===== config.mk =====
export PLATFORM = sky130hd
export DESIGN_NAME = fifo_skew_reader
export DESIGN_NICKNAME = d
export VERILOG_FILES = /design/src/rtl/fifo_skew_reader.sv
export SDC_FILE = /design/constraint.sdc
export NUM_CORES = 1
export LEC_CHECK = 0
export BUFFER_PORTS_ARGS = -buffer_cell sky130_fd_sc_hd__buf_2
export CORE_MARGIN = 2
export CORE_UTILIZATION = 50
export CTS_CLUSTER_SIZE = 40
export DETAILED_ROUTE_END_ITERATION = 10
export PLACE_DENSITY = 0.88
export SLEW_MARGIN = 15
export SYNTH_ARGS = -nofsm -noshare
export SYNTH_HDL_FRONTEND = slang
export SYNTH_SLANG_ARGS = --single-unit

===== constraint.sdc =====
create_clock -name clk -period 4.8 [get_ports clk]
set_clock_uncertainty 0.2 [all_clocks]
set_input_delay 0.96 -clock clk [delete_from_list [all_inputs] [get_ports clk]]
set_output_delay 0.96 -clock clk [all_outputs]
set_load 0.05 [all_outputs]

===== src/rtl/fifo_skew_reader.sv =====
// Skewed drain of a per-lane FIFO array into a systolic array.
// Lane i reads word k at step i+k. A stall on any lane freezes every lane, so the diagonal wavefront stays intact.

module fifo_skew_lane #(
  parameter int data_size = 8,
  parameter int t_width   = 13,
  parameter int lane      = 0
) (
  input  logic                 clk,
  input  logic                 rst_n,
  input  logic                 run,
  input  logic                 rd_block,
  input  logic [t_width-1:0]   t,
  input  logic [t_width-1:0]   len,
  input  logic                 empty,
  input  logic [data_size-1:0] lane_data,
  output logic                 stall_req,
  output logic                 r_en,
  output logic                 sys_valid,
  output logic [data_size-1:0] sys_data
);
  localparam logic [t_width-1:0] LO = t_width'(lane);

  logic act;

  assign act       = run && (t >= LO) && (t < LO + len);
  assign stall_req = act & empty;
  assign r_en      = act & ~rd_block;

  always_ff @(posedge clk) begin
    if (!rst_n) sys_valid <= 1'b0;
    else        sys_valid <= r_en;
  end

  // FIFO holds dataOut while r_en is low, so gating by the valid bit is enough
  assign sys_data = sys_valid ? lane_data : '0;
endmodule

module fifo_skew_reader #(
  parameter int data_size  = 8,
  parameter int array_size = 9,
  parameter int len_width  = 8
) (
  input  logic                            clk,
  input  logic                            rst_n,
  input  logic                            start,
  input  logic [len_width-1:0]            vec_len,
  input  logic                            abort,
  input  logic                            hold,
  input  logic [array_size-1:0]           empty,
  input  logic [data_size*array_size-1:0] fifo_data,
  output logic [array_size-1:0]           r_en,
  output logic [data_size*array_size-1:0] sys_data,
  output logic [array_size-1:0]           sys_valid,
  output logic                            busy,
  output logic                            done
);
  localparam int t_width = len_width + $clog2(array_size) + 1;

  typedef enum logic [1:0] {S_IDLE, S_RUN, S_FLUSH, S_DONE} state_t;

  state_t                 state_q, state_d;
  logic [t_width-1:0]     t_q, t_d;
  logic [len_width-1:0]   len_q, len_d;
  logic [t_width-1:0]     len_ext, last_t;
  logic [array_size-1:0]  stall_req;
  logic                   run, stall, rd_block;

  assign len_ext  = {{(t_width-len_width){1'b0}}, len_q};
  assign last_t   = len_ext + t_width'(array_size - 2);
  assign run      = (state_q == S_RUN);
  assign stall    = hold | (|stall_req);
  // abort also blocks the read issued on its own edge
  assign rd_block = stall | abort;

  for (genvar i = 0; i < array_size; i++) begin : g_lane
    fifo_skew_lane #(
      .data_size(data_size),
      .t_width  (t_width),
      .lane     (i)
    ) u_lane (
      .clk      (clk),
      .rst_n    (rst_n),
      .run      (run),
      .rd_block (rd_block),
      .t        (t_q),
      .len      (len_ext),
      .empty    (empty[i]),
      .lane_data(fifo_data[i*data_size +: data_size]),
      .stall_req(stall_req[i]),
      .r_en     (r_en[i]),
      .sys_valid(sys_valid[i]),
      .sys_data (sys_data[i*data_size +: data_size])
    );
  end

  always_ff @(posedge clk) begin
    if (!rst_n) begin
      state_q <= S_IDLE;
      t_q     <= '0;
      len_q   <= '0;
    end else begin
      state_q <= state_d;
      t_q     <= t_d;
      len_q   <= len_d;
    end
  end

  always_comb begin
    state_d = state_q;
    t_d     = t_q;
    len_d   = len_q;
    unique case (state_q)
      S_IDLE: begin
        if (start) begin
          if (vec_len != '0) begin
            state_d = S_RUN;
            len_d   = vec_len;
            t_d     = '0;
          end else begin
            state_d = S_DONE;
          end
        end
      end
      S_RUN: begin
        if (!stall) begin
          t_d = t_q + t_width'(1);
          if (t_q == last_t) state_d = S_FLUSH;
        end
      end
      S_FLUSH, S_DONE: state_d = S_IDLE;
      default:         state_d = S_IDLE;
    endcase
    if (abort) state_d = S_IDLE;
  end

  assign busy = (state_q != S_IDLE);
  assign done = ((state_q == S_FLUSH) || (state_q == S_DONE)) && !abort;
endmodule


==> results.md <==
* Outcome: completed
* Nets at 948
* Final min period at 4.663 ns
* Ys flop type: dfxtp_1
* IO Port Bufs at 185
* Chip Width at 100.1 um
* Final setup fails at 0
* Final Hold Fails at 0
* Met2 WL at 7919 um
* Startpoint Class: flop
* Syn. warnings at 0
* Post-DP HPWL at 13,510 um
* Max Cap Viol at 0
* Net Count, Synth at 770
* TritonCTS Buffers at 5
* GRT Residual Overflow at 0
* Largest net degree at the start of global routing at 23
* Mapped Cells at 597
* Sequential element share of the synthesized area at 0.1387
* Worst-path clk slew at 0.09 ns
* Starting DRC count in detailed routing at 507
* Clk root buf: clkbuf_8
* GP Congestion at 1.084
* Met3 wire len at 1639 um
* Top cells by area, synth: ha_1 (21%), dfxtp_1 (14%), and2_1 (10%), xnor2_1 (6.8%), nand2_1 (3.5%)
* Syn Area/Cell at 7.738 um2
* Row count at 35
* Crit share post-route at 0.9715
* Drt first pass iters at 6
* Core Util, Final at 0.6370
* CP Capture Type: primary output
* Antenna violations before repair at 1
* Post-synth ARST share at 0
* GRT Util Overall at 0.3294
* Clk sinks at 32
* DR vias/cell at 5.961
* Fmax at 0.2145 GHz
* Wire per inst at 19.04 um
* Crit path arrival time at 3.50 ns
* CP required at 3.64 ns
* Layout cells sized above 1 at 0.3093
* Slew HR at 0.5402
* Post-Syn Area at 4619 um2
* Pwr dens at 127.4 nW/um2
* Core area at 9109 um2
* Maximum VDD drop at 0.0001057 V
* Initial core utilization at 0.5071
* Vias post-DR at 5,293
* Number of synthesized register bits at 32
* Design Power at 738.9 uW
* Hold_ws at 0.2880 ns
* Top cell type's share of synthesized area at 0.2140
* Worst-Margin Slew at 0.6724 ns
* Routed WL at 16,910 um
* I/O pin cnt at 186
* Top routing layer used: met4
* Routed Antenna Nets at 0
* CP Max Fanout at 11
* H-tree depth at 2
* Global-route wire length before repair at 25,710 um
* Post-synth top area cell: ha_1
* TritonCTS clock tree: built
* Worst Hold Class: flop to flop
* Metal1 wirelength at 6661 um
* Vias in the first global route at 4,920
* Post-synth cell types at 62
* Die H at 100.1 um
* Worst skew pair latency at 0.30 ns
* DRC viols at 0
* Clk buf depth at 2
* Area delta synth->final at 25.60%
* DIE AREA at 10,020 um2
* Kind of critical path: flop to primary output
* Final Slew Violations at 0
* Post-synth EDFFs at 0
* Pleak at 0.002986 uW
==> cell usage after synthesis (all sizes together), types with 8 or more instances <==
master  count
dfxtp      32
nand4      12
or3         9
ha         79
a21o        9
nor2       33
nor2b      17
or4         8
clkbuf     16
nor4       11
nand3      27
a21oi      15
nor3       17
inv        21
xnor2      36
nand2      44
o21ai      15
buf        27
and2       74
==> sequential cells by signal, indices dropped and copies added (netlist names) <==
signal / count
state_q: 2
g_lane.u_lane.sys_valid: 9
len_q: 8
t_q: 13
==> worst max-delay path, stage by stage, from the launching register on <==
cell	delay, ns
dfxtp_1	0.40
buf_4	0.22
ha_1	0.32
a21oi_4	0.11
nor2_1	0.12
xnor2_1	0.08
ha_1	0.32
nand4_1	0.17
a31o_2	0.26
a32oi_1	0.25
nand4b_2	0.16
or2_4	0.33
nor3_1	0.15
buf_2	0.29
==> logic make-up (layout without fill, tap and decap cells) <==
family,count (synthesis),in the layout,synth area share
flip-flops,32,32,0.1387
AND/OR/NAND/NOR,278,278,0.3350
XOR/XNOR,39,39,0.07394
buffers and inverters,67,246,0.07367
AO/OA/AOI/OAI,96,96,0.1517
adder cells (fa/ha/maj),79,79,0.2140
multiplexers,6,6,0.01300
other,0,1,0
==> report_power, final <==
part | switching (uW) | internal (uW)
logic | 136 | 105
registers | 5.96 | 271
clock network | 120 | 101
total | 262 | 477
==> layout make-up <==
cell class | instances | area (um2)
flip-flops and latches | 32 | 641.9
diodes | 1 | 2.502
multi-input cells | 498 | 3677
well taps | 111 | 138.9
clock inverters | 3 | 18.77
repair buffers | 214 | 1164
clock buffers | 5 | 68.82
fillers | 817 | 3307
inverters | 24 | 90.09
==> cells in the final DEF (no fill, tap or decap), types with 6 or more instances in the layout <==
cell type / count
nand2_1: 43
nand3_1: 27
a211oi_1: 6
or3_1: 9
o21ai_0: 10
inv_1: 20
mux2i_1: 6
nor3_1: 17
buf_2: 177
and2_1: 74
nor2_1: 33
nor4_1: 11
or4_1: 7
xnor2_1: 36
nand2b_1: 6
nand4_1: 12
dfxtp_1: 31
nor2b_1: 17
buf_4: 34
a21o_1: 9
ha_1: 78
a21oi_1: 12
==> routing by layer <==
metal  up-vias  global-route usage
met4         0              0.1233
met2       335              0.5550
met1      2413              0.4174
li1       2478                   -
met3        67             0.06198
met5         -                   0
==> per-stage QoR <==
step | instances | setup WS, ns | setup TNS [ns] | area [um2]
after floorplan | 597 | 0.3256 | 0 | 4619
after global placement | 879 | 0.3257 | 0 | 5652
after detailed placement | 879 | 0.2634 | 0 | 5652
after CTS | 887 | 0.01128 | 0 | 5751
after global routing | 888 | -0.007516 | -0.008539 | 5802
final | 888 | 0.1370 | 0 | 5802
==> final timing paths <==
| check | slack [ns] | cells past startpoint | start | end |
|---|---|---|---|---|
| worst max-delay path | 0.14 | 13 | len_q[3] | r_en[7] |
| worst min-delay path | 0.29 | 1 | t_q[12] | t_q[12] |
| worst max register to register | 1.07 | 13 | len_q[3] | g_lane[3].u_lane.sys_valid |
| worst min register to register | 0.29 | 1 | t_q[12] | t_q[12] |
==> repair_timing <==
action / in CTS / in global routing
hold buffers: 0 / 0
endpoints found under the setup margin: 9 / 9
endpoints found under the hold margin: 0 / 0
pin swaps: 0 / 0
gates resized for setup: 3 / 21
setup buffers: 0 / 0
Power figures use the tool's default switching activity.
